**src/rtl/spi_ram_pkg.sv**
```systemverilog
// rtl/spi_ram_pkg.sv - shared opcodes, FSM states and requester IDs for spi_ram_ctrl
package spi_ram_pkg;

    localparam logic [1:0] OP_WR_ADDR = 2'b00;
    localparam logic [1:0] OP_WR_DATA = 2'b01;
    localparam logic [1:0] OP_RD_ADDR = 2'b10;
    localparam logic [1:0] OP_RD_DATA = 2'b11;

    typedef enum logic [1:0] {
        IDLE   = 2'd0,
        ACC    = 2'd1,
        RD_CAP = 2'd2
    } state_e;

    localparam logic REQ_SPI  = 1'b0;
    localparam logic REQ_HOST = 1'b1;

endpackage

```
**src/rtl/rr_arb2.sv**
```systemverilog
// rtl/rr_arb2.sv - two-way round-robin arbiter; pointer moves to the loser only on a tie
module rr_arb2 import spi_ram_pkg::*; (
    input  logic       clk_i,
    input  logic       rst_i,
    input  logic [1:0] req_i,
    input  logic       update_i,
    output logic       gnt_o,
    output logic       any_o
);

    logic ptr_q, ptr_d;

    always_comb begin
        any_o = |req_i;
        if (&req_i) begin
            gnt_o = ptr_q;
        end else if (req_i[REQ_HOST]) begin
            gnt_o = REQ_HOST;
        end else begin
            gnt_o = REQ_SPI;
        end
        ptr_d = ptr_q;
        if (update_i && (&req_i)) begin
            ptr_d = ~gnt_o;
        end
    end

    always_ff @(posedge clk_i) begin
        if (rst_i) begin
            ptr_q <= REQ_SPI;
        end else begin
            ptr_q <= ptr_d;
        end
    end

endmodule

```
**src/rtl/spi_ram_ctrl.sv**
```systemverilog
// rtl/spi_ram_ctrl.sv - SPI command decoder and RAM port arbiter; SPI_RAM_AUTOINC_EN adds address post-increment
module spi_ram_ctrl import spi_ram_pkg::*; #(
    parameter int ADDR_W    = 8,
    parameter int DATA_W    = 8,
    parameter int MEM_DEPTH = 256
) (
    input  logic              clk,
    input  logic              rst,
    input  logic [9:0]        rx_data,
    input  logic              rx_valid,
    output logic [7:0]        tx_data,
    output logic              tx_valid,
    input  logic              host_req,
    input  logic              host_we,
    input  logic [ADDR_W-1:0] host_addr,
    input  logic [DATA_W-1:0] host_wdata,
    output logic              host_gnt,
    output logic [DATA_W-1:0] host_rdata,
    output logic              host_rvalid,
    output logic              ram_en,
    output logic              ram_we,
    output logic [ADDR_W-1:0] ram_addr,
    output logic [DATA_W-1:0] ram_wdata,
    input  logic [DATA_W-1:0] ram_rdata,
    output logic              cmd_drop
);

`ifdef SPI_RAM_AUTOINC_EN
    function automatic logic [ADDR_W-1:0] next_addr(input logic [ADDR_W-1:0] a);
        return (a == ADDR_W'(MEM_DEPTH - 1)) ? '0 : a + 1'b1;
    endfunction
`endif

    logic              rx_valid_q;
    logic [ADDR_W-1:0] wr_addr_q, wr_addr_d, rd_addr_q, rd_addr_d;
    logic              pend_q, pend_d, pend_we_q, pend_we_d;
    logic [ADDR_W-1:0] pend_addr_q, pend_addr_d;
    logic [DATA_W-1:0] pend_wdata_q, pend_wdata_d;
    state_e            state_q, state_d;
    logic              owner_q, owner_d;
    logic              ram_we_q, ram_we_d;
    logic [ADDR_W-1:0] ram_addr_q, ram_addr_d;
    logic [DATA_W-1:0] ram_wdata_q, ram_wdata_d;
    logic [7:0]        tx_data_q, tx_data_d;
    logic              tx_valid_q, tx_valid_d;
    logic [DATA_W-1:0] host_rdata_q, host_rdata_d;
    logic              host_rvalid_q, host_rvalid_d;
    logic              cmd_drop_q, cmd_drop_d;

    logic              is_idle, arb_gnt, arb_any, spi_take, rx_edge;
    logic [1:0]        op;
    logic [ADDR_W-1:0] pay_addr;
    logic [DATA_W-1:0] pay_data;

    assign is_idle  = (state_q == IDLE);
    assign rx_edge  = rx_valid & ~rx_valid_q;
    assign op       = rx_data[9:8];
    assign pay_addr = ADDR_W'(rx_data[7:0]);
    assign pay_data = DATA_W'(rx_data[7:0]);
    assign spi_take = is_idle && arb_any && (arb_gnt == REQ_SPI);

    rr_arb2 u_arb (
        .clk_i    (clk),
        .rst_i    (rst),
        .req_i    ({host_req & is_idle, pend_q & is_idle}),
        .update_i (is_idle),
        .gnt_o    (arb_gnt),
        .any_o    (arb_any)
    );

    always_comb begin
        wr_addr_d     = wr_addr_q;
        rd_addr_d     = rd_addr_q;
        pend_d        = pend_q;
        pend_we_d     = pend_we_q;
        pend_addr_d   = pend_addr_q;
        pend_wdata_d  = pend_wdata_q;
        state_d       = state_q;
        owner_d       = owner_q;
        ram_we_d      = ram_we_q;
        ram_addr_d    = ram_addr_q;
        ram_wdata_d   = ram_wdata_q;
        tx_data_d     = tx_data_q;
        tx_valid_d    = 1'b0;
        host_rdata_d  = host_rdata_q;
        host_rvalid_d = 1'b0;
        cmd_drop_d    = 1'b0;

        if (spi_take) begin
            pend_d = 1'b0;
        end

        // The buffer slot freed by a grant this cycle is immediately reusable.
        if (rx_edge) begin
            case (op)
                OP_WR_ADDR: wr_addr_d = pay_addr;
                OP_RD_ADDR: rd_addr_d = pay_addr;
                default: begin
                    if (pend_q && !spi_take) begin
                        cmd_drop_d = 1'b1;
                    end else begin
                        pend_d       = 1'b1;
                        pend_we_d    = (op == OP_WR_DATA);
                        pend_addr_d  = (op == OP_WR_DATA) ? wr_addr_q : rd_addr_q;
                        pend_wdata_d = pay_data;
`ifdef SPI_RAM_AUTOINC_EN
                        if (op == OP_WR_DATA) begin
                            wr_addr_d = next_addr(wr_addr_q);
                        end else begin
                            rd_addr_d = next_addr(rd_addr_q);
                        end
`endif
                    end
                end
            endcase
        end

        case (state_q)
            IDLE: begin
                if (arb_any) begin
                    owner_d = arb_gnt;
                    state_d = ACC;
                    if (arb_gnt == REQ_SPI) begin
                        ram_we_d    = pend_we_q;
                        ram_addr_d  = pend_addr_q;
                        ram_wdata_d = pend_wdata_q;
                    end else begin
                        ram_we_d    = host_we;
                        ram_addr_d  = host_addr;
                        ram_wdata_d = host_wdata;
                    end
                end
            end
            ACC: begin
                state_d = ram_we_q ? IDLE : RD_CAP;
            end
            RD_CAP: begin
                if (owner_q == REQ_SPI) begin
                    tx_data_d  = ram_rdata[7:0];
                    tx_valid_d = 1'b1;
                end else begin
                    host_rdata_d  = ram_rdata;
                    host_rvalid_d = 1'b1;
                end
                state_d = IDLE;
            end
            default: state_d = IDLE;
        endcase
    end

    always_ff @(posedge clk) begin
        if (rst) begin
            rx_valid_q    <= 1'b0;
            wr_addr_q     <= '0;
            rd_addr_q     <= '0;
            pend_q        <= 1'b0;
            pend_we_q     <= 1'b0;
            pend_addr_q   <= '0;
            pend_wdata_q  <= '0;
            state_q       <= IDLE;
            owner_q       <= REQ_SPI;
            ram_we_q      <= 1'b0;
            ram_addr_q    <= '0;
            ram_wdata_q   <= '0;
            tx_data_q     <= '0;
            tx_valid_q    <= 1'b0;
            host_rdata_q  <= '0;
            host_rvalid_q <= 1'b0;
            cmd_drop_q    <= 1'b0;
        end else begin
            rx_valid_q    <= rx_valid;
            wr_addr_q     <= wr_addr_d;
            rd_addr_q     <= rd_addr_d;
            pend_q        <= pend_d;
            pend_we_q     <= pend_we_d;
            pend_addr_q   <= pend_addr_d;
            pend_wdata_q  <= pend_wdata_d;
            state_q       <= state_d;
            owner_q       <= owner_d;
            ram_we_q      <= ram_we_d;
            ram_addr_q    <= ram_addr_d;
            ram_wdata_q   <= ram_wdata_d;
            tx_data_q     <= tx_data_d;
            tx_valid_q    <= tx_valid_d;
            host_rdata_q  <= host_rdata_d;
            host_rvalid_q <= host_rvalid_d;
            cmd_drop_q    <= cmd_drop_d;
        end
    end

    assign ram_en      = (state_q == ACC);
    assign host_gnt    = (state_q == ACC) && (owner_q == REQ_HOST);
    assign ram_we      = ram_we_q;
    assign ram_addr    = ram_addr_q;
    assign ram_wdata   = ram_wdata_q;
    assign tx_data     = tx_data_q;
    assign tx_valid    = tx_valid_q;
    assign host_rdata  = host_rdata_q;
    assign host_rvalid = host_rvalid_q;
    assign cmd_drop    = cmd_drop_q;

endmodule

```
**config.mk**
```make
export PLATFORM = sky130hd
export DESIGN_NAME = spi_ram_ctrl
export DESIGN_NICKNAME = d
export VERILOG_FILES = /design/src/rtl/spi_ram_pkg.sv /design/src/rtl/rr_arb2.sv /design/src/rtl/spi_ram_ctrl.sv
export SDC_FILE = /design/constraint.sdc
export NUM_CORES = 1
export LEC_CHECK = 0
export ABC_AREA = 1
export BUFFER_PORTS_ARGS = -buffer_cell sky130_fd_sc_hd__buf_2
export CORE_ASPECT_RATIO = 1.2
export CORE_MARGIN = 2
export CORE_UTILIZATION = 52
export DETAILED_ROUTE_END_ITERATION = 12
export HOLD_SLACK_MARGIN = 0.15
export PLACE_DENSITY = 0.75
export SLEW_MARGIN = 0
export SYNTH_ARGS = -nofsm -noshare
export SYNTH_HDL_FRONTEND = slang
export SYNTH_SLANG_ARGS = --single-unit
```
**constraint.sdc**
```tcl
create_clock -name clk -period 1.6 [get_ports clk]
set_input_delay 0.4 -clock clk [delete_from_list [all_inputs] [get_ports clk]]
set_output_delay 0.4 -clock clk [all_outputs]
set_load 0.01 [all_outputs]
```
==> results of run 1 <==
## sequential cells by signal, indices dropped and copies added, names as in the netlist
name	count
tx_valid	1
pend_addr_q	8
host_rdata	8
ram_we	1
rx_valid_q	1
ram_addr	8
owner_q	1
host_rvalid	1
cmd_drop	1
wr_addr_q	8
ram_wdata	8
tx_data	8
state_q	2
pend_q	1
pend_we_q	1
rd_addr_q	8
u_arb.ptr_q	1
pend_wdata_q	8
## worst paths after layout
check	startpoint	endpoint	slack, ns
setup / recovery	state_q[0]	host_gnt	0.10
hold / removal	rx_valid	rx_valid_q	0.29
setup reg to reg	state_q[0]	pend_wdata_q[3]	0.20
hold reg to reg	ram_we	state_q[1]	0.44
## metal layers
| layer | GRT usage | vias to the layer above | part of all wire |
|---|---|---|---|
| met5 | 0 | - | 0 |
| met4 | 0.0992 | 0 | 0.014 |
| met3 | 0.0345 | 7 | 0.042 |
| met2 | 0.315 | 54 | 0.47 |
| met1 | 0.260 | 1215 | 0.47 |
| li1 | - | 1485 | - |
## cell type report
type                    count  area [um^2]  area share
flip-flops and latches     75         1500       0.405
multi-input cells         267         1240       0.334
inverters                  63          236      0.0636
repair buffers             87          488       0.131
clock buffers              11          131      0.0353
clock inverters             3         17.5     0.00471
well taps                  80          100      0.0269
## cells by family (layout without fill, tap and decap cells)
kind of cell,count (synthesis),after routing,share of synthesized area
flip-flops,75,75,0.491
AO/OA/AOI/OAI,92,92,0.154
AND/OR/NAND/NOR,173,175,0.240
buffers and inverters,83,164,0.114
## repair_timing
action	CTS	global route
cloned	0	2
endpoints found under the setup margin	1	1
pin swaps	0	2
resized for setup	1	4
buffers inserted	0	2
## synthesized netlist by cell type, drive strengths merged
cell | n | area share
and3 | 1 | 0.0020
nor2 | 56 | 0.074
nand3 | 25 | 0.045
nor3 | 2 | 0.0070
nand4 | 2 | 0.0041
nand2 | 87 | 0.11
dfxtp | 75 | 0.49
buf | 16 | 0.032
clkbuf | 4 | 0.0049
o21a | 3 | 0.0074
a21oi | 34 | 0.056
o21ai | 55 | 0.091
inv | 63 | 0.077
## stage by stage
stage	setup WS, ns	utilization	hold slack, ns	setup TNS, ns
floorplan	0.349	-	0.425	0
global placement	0.184	0.621	0.428	0
detailed placement	0.144	0.621	0.433	0
CTS	0.0259	0.647	0.280	0
global route	-0.0142	0.656	0.286	-0.0142
finish	0.102	0.656	0.294	0
## power breakdown
| group | total, mW | internal (mW) | switching (mW) |
|---|---|---|---|
| sequential | 2.02 | 1.98 | 0.0462 |
| combinational | 0.540 | 0.210 | 0.330 |
| clock | 1.17 | 0.541 | 0.630 |
| total | 3.74 | 2.73 | 1.01 |
## worst min-delay path: cells and delay by family
| kind | cells | cell delay (ns) |
|---|---|---|
| buffers and inverters | 2 | 0.16 |
| AND/OR/NAND/NOR | 1 | 0.03 |
==> flow_metrics.env, run 1 <==
export IMPL_arrival_ns=1.10
export IMPL_required_ns=1.20
export IMPL_cpPeakStageDelay_ns=0.33
export IMPL_crit_top_cell="inv_1"
export IMPL_grt_usage=0.199
export IMPL_worst_path_buf_inv=3
export IMPL_maxCapViolCount=0
export IMPL_hold_buffers=0
export IMPL_nets=542
export IMPL_grt_max_degree=51
export IMPL_ir_drop_mv=0.727
export IMPL_path_max_fanout=3
export IMPL_syn_nets=462
export IMPL_slew_headroom=0.619
export IMPL_crit_cells=5
export IMPL_route_detailed_drc=0
export IMPL_place_hpwl_mm=4.44
export IMPL_finalPower_mw=3.74
export IMPL_grt_pass1_wl_mm=9.98
export IMPL_fillers=518
export IMPL_endpoint_kind="output port"
export IMPL_synth_cells=423
export IMPL_max_freq_mhz=667
export IMPL_ys_seq_area_frac=0.491
export IMPL_insertion_delay_ns=0.34
export IMPL_place_area_um2=3520
export IMPL_drt_iter0_markers=145
export IMPL_r2r_cells=6
export IMPL_dieWidth_um=74.0
export IMPL_hold_path_depth=3
export IMPL_firstDrtPassIters=4
export IMPL_cp_start_kind="register"
export IMPL_slew_viol_final=0
export IMPL_ys_warnings_count=0
export IMPL_num_io_pins=77
export IMPL_final_cells=586
export IMPL_synth_seq_cells=75
export IMPL_grt_overflow_total=0
export IMPL_finalSetupViolations=0
export IMPL_stdcell_area_um2=3720
export IMPL_synthesis_area_um2=3060
export IMPL_tightest_slew_ns=0.570
export IMPL_diodes=0
export IMPL_path_clk_slew_ns=0.07
export IMPL_portBuffers=76
export IMPL_avgSynthCellArea_um2=7.23
export IMPL_wl_per_cell_um=11.1
export IMPL_powerDensity_nw_per_um2=1000
export IMPL_dieArea_um2=6510
export IMPL_start_util=0.539
export IMPL_skew_ns=0.00286
export IMPL_crit_family="flip-flops"
export IMPL_die_y_um=88.0
export IMPL_core_um2=5670
export IMPL_place_gp_congestion=0.781
export IMPL_htreeDepth=3
export IMPL_cts_root_buf="clkbuf_8"
export IMPL_hold_class="primary input to register"
export IMPL_grt_pass1_vias=2304
export IMPL_final_cell_mix="86 x nand2_1, 76 x buf_2, 73 x dfxtp_1, 61 x inv_1, 52 x nor2_1"
export IMPL_mostFrequentLayoutCell="nand2_1"
export IMPL_hold_viol=0
export IMPL_numCtsBuffers=9
export IMPL_crit_type="register to output port"
export IMPL_cts_tree="yes"
export IMPL_outcome="completed"
export IMPL_leakage_nw=1.86
export IMPL_syn2layout_area_growth_pct=21.6
export IMPL_grt_setup_unrepaired="true"
export IMPL_crit_chain="inv_1, nor2_2, inv_1, nor2_1, buf_2"
export IMPL_placed_cells=568
export IMPL_antenna_found_initial=0
export IMPL_drt_wl_total_mm=6.49
export IMPL_via_count=2761
export IMPL_min_period_ns=1.50
export IMPL_synth_cell_type_count=23
export IMPL_numClockSinks=75
export IMPL_drive_above_1_share=0.225
export IMPL_via_per_inst=4.71
export IMPL_slowest_stage="dfxtp_2"
export IMPL_fin_crit_sh=0.936
export IMPL_cts_buffer_depth=2
export IMPL_postRouteAntennaNets=0
export IMPL_num_rows=30
Power figures use the tool's default switching activity.
==> inputs of run 2 (changes only) <==
Settings changed: BUFFER_PORTS_ARGS -buffer_cell sky130_fd_sc_hd__buf_2 to -buffer_cell sky130_fd_sc_hd__clkbuf_2, CORE_UTILIZATION 52 to 55, PLACE_DENSITY 0.75 to 0.79.
Clock period 1.6 ns to 1.85 ns, I/O delays scaled along.
==> run 2 against run 1 <==
  * Sequential share of layout area up 0.44 points
  * Non-clock buffer count down 7
  * Largest cell class unchanged
  * Setup slack better by 0.074 ns
  * Critical endpoint unchanged
==> flow_metrics.env, run 2 (synthesis results as in run 1) <==
export IMPL_start_util=0.573
export IMPL_required_ns=1.39
export IMPL_fillers=494
export IMPL_drt_iter0_markers=170
export IMPL_num_io_pins=77
export IMPL_rr_startpoint="state_q[1]"
export IMPL_max_freq_mhz=597
export IMPL_fin_crit_sh=0.905
export IMPL_slew_headroom=0.626
export IMPL_grt_usage=0.221
export IMPL_htreeDepth=3
export IMPL_worst_path_buf_inv=3
export IMPL_numClockSinks=75
export IMPL_post_cts_buffers=0
export IMPL_final_cell_mix="86 x nand2_1, 76 x clkbuf_2, 75 x dfxtp_1, 61 x inv_1, 53 x nor2_1"
export IMPL_place_hpwl_mm=4.45
export IMPL_antenna_found_initial=0
export IMPL_power_share_clock=0.390
export IMPL_r2r_cells=8
export IMPL_netSwitchingFraction=0.250
export IMPL_crit_family="flip-flops"
export IMPL_grt_setup_unrepaired="false"
export IMPL_drive_above_1_share=0.210
export IMPL_crit_chain="inv_1, nor2_1, inv_1, nor2_1, clkbuf_2"
export IMPL_num_rows=29
export IMPL_tightest_slew_ns=0.560
export IMPL_arrival_ns=1.21
export IMPL_firstDrtPassIters=5
export IMPL_portBuffers=76
export IMPL_wl_per_cell_um=11.3
export IMPL_intPower_mw=2.70
export IMPL_finalSetupViolations=0
export IMPL_powerDensity_nw_per_um2=981
export IMPL_finish_utilization=0.688
export IMPL_totalNegativeSetupSlack_ns=0
export IMPL_dieWidth_um=72.1
export IMPL_hold_path_depth=3
export IMPL_min_period_ns=1.67
export IMPL_postRouteAntennaNets=0
export IMPL_skew_ns=0.00847
export IMPL_path_clk_slew_ns=0.07
export IMPL_grt_pass1_vias=2570
export IMPL_numCtsBuffers=9
export IMPL_die_y_um=85.7
export IMPL_diodes=0
export IMPL_timing_rr_end="ram_wdata[7]"
export IMPL_min_to="rx_valid_q"
export IMPL_cpPeakStageDelay_ns=0.38
export IMPL_p_sw_mw=0.901
export IMPL_hold_viol=0
export IMPL_outcome="completed"
export IMPL_core_um2=5330
export IMPL_via_count=2765
export IMPL_cp_start_kind="register"
export IMPL_cts_buffer_depth=2
export IMPL_syn2layout_area_growth_pct=20.1
export IMPL_route_detailed_drc=0
export IMPL_via_per_inst=4.93
export IMPL_slew_viol_final=0
export IMPL_grt_pass1_wl_mm=11.0
export IMPL_power_frac_seq=0.486
export IMPL_crit_type="register to output port"
export IMPL_leakage_nw=1.84
export IMPL_comb_power_share=0.123
export IMPL_hold_class="primary input to register"
export IMPL_nets=533
export IMPL_ir_drop_mv=0.842
export IMPL_insertion_delay_ns=0.34
export IMPL_maxCapViolCount=0
export IMPL_cts_root_buf="clkbuf_8"
export IMPL_cts_tree="yes"
export IMPL_path_max_fanout=3
export IMPL_mostFrequentLayoutCell="nand2_1"
export IMPL_slowest_stage="dfxtp_1"
export IMPL_r2r_setup_slack_ns=0.39
export IMPL_grt_overflow_total=0
export IMPL_cts_repair_resized=0
export IMPL_min_from="rx_valid"
export IMPL_drt_wl_total_mm=6.35
export IMPL_hold_buffers=0
export IMPL_endpoint_kind="output port"
export IMPL_grt_max_degree=54
export IMPL_place_gp_congestion=0.788
export IMPL_dieArea_um2=6170
## run 2: changes by cell type in the layout (fill, tap and decap cells not counted), moves of 2 or more
| cell | delta |
|---|---|
| clkbuf_1 | -2 |
| dfxtp_1 | +2 |
| clkbuf_2 | +76 |
| bufinv_16 | +2 |
| buf_4 | -6 |
| dfxtp_2 | -2 |
| buf_2 | -76 |
| clkbuf_8 | +2 |
## run 2: how the worst max path moves through the flow
| stage | start | to | slack [ns] | depth (start not counted) |
|---|---|---|---|---|
| floorplan | state_q[0] | host_gnt | 0.54 | 4 |
| global placement | rx_valid | pend_wdata_q[6] | 0.29 | 6 |
| detailed placement | rx_valid | pend_addr_q[4] | 0.26 | 6 |
| CTS | state_q[0] | host_gnt | 0.18 | 5 |
| global route | state_q[0] | host_gnt | 0.06 | 5 |
| finish | state_q[0] | host_gnt | 0.18 | 5 |
## run 2: worst register-to-register path: stages (launching register included)
cell and delay [ns]:
dfxtp_1 0.36, nor2_2 0.16, nand2_1 0.09, inv_2 0.09
nand2_2 0.32, nand2_1 0.17, nand3_1 0.09, nand2_1 0.07
inv_1 0.03
## run 2: power groups by stage
| stage | clock network (mW) | registers [mW] | logic (mW) |
|---|---|---|---|
| after floorplan | 0 | 1.81 | 0.276 |
| after global placement | 0 | 1.79 | 0.434 |
| after detailed placement | 0 | 1.79 | 0.443 |
| after CTS | 1.42 | 1.75 | 0.447 |
| after global routing | 1.48 | 1.76 | 0.509 |
| final | 1.41 | 1.75 | 0.444 |
## run 2: stage by stage
| step | hold slack [ns] | cells | worst slack, ns | total power [mW] | cell area [um^2] |
|---|---|---|---|---|---|
| detailed placement | 0.436 | 545 | 0.255 | 2.23 | 3440 |
| global route | 0.340 | 561 | 0.0555 | 3.76 | 3670 |
| floorplan | 0.425 | 423 | 0.537 | 2.08 | 3060 |
| finish | 0.335 | 561 | 0.176 | 3.60 | 3670 |
| CTS | 0.333 | 561 | 0.176 | 3.62 | 3670 |
| global placement | 0.430 | 545 | 0.290 | 2.22 | 3440 |
## run 2: layer usage
metal	track usage	up-vias	wire length (um)
met1	0.273	1227	2980
met5	0	-	0
met2	0.373	61	2990
li1	-	1469	-
met3	0.0482	8	304
met4	0.0858	0	75
## run 2: cell type report
cell class                      instances  area (um^2)  share of cell area
Timing Repair Buffer                   80          423               0.115
Sequential cell                        75         1500               0.409
Clock inverter                          5         75.1              0.0204
Multi-Input combinational cell        265         1210               0.329
Tap cell                               62         77.6              0.0211
Inverter                               63          236              0.0644
Clock buffer                           11          151              0.0412
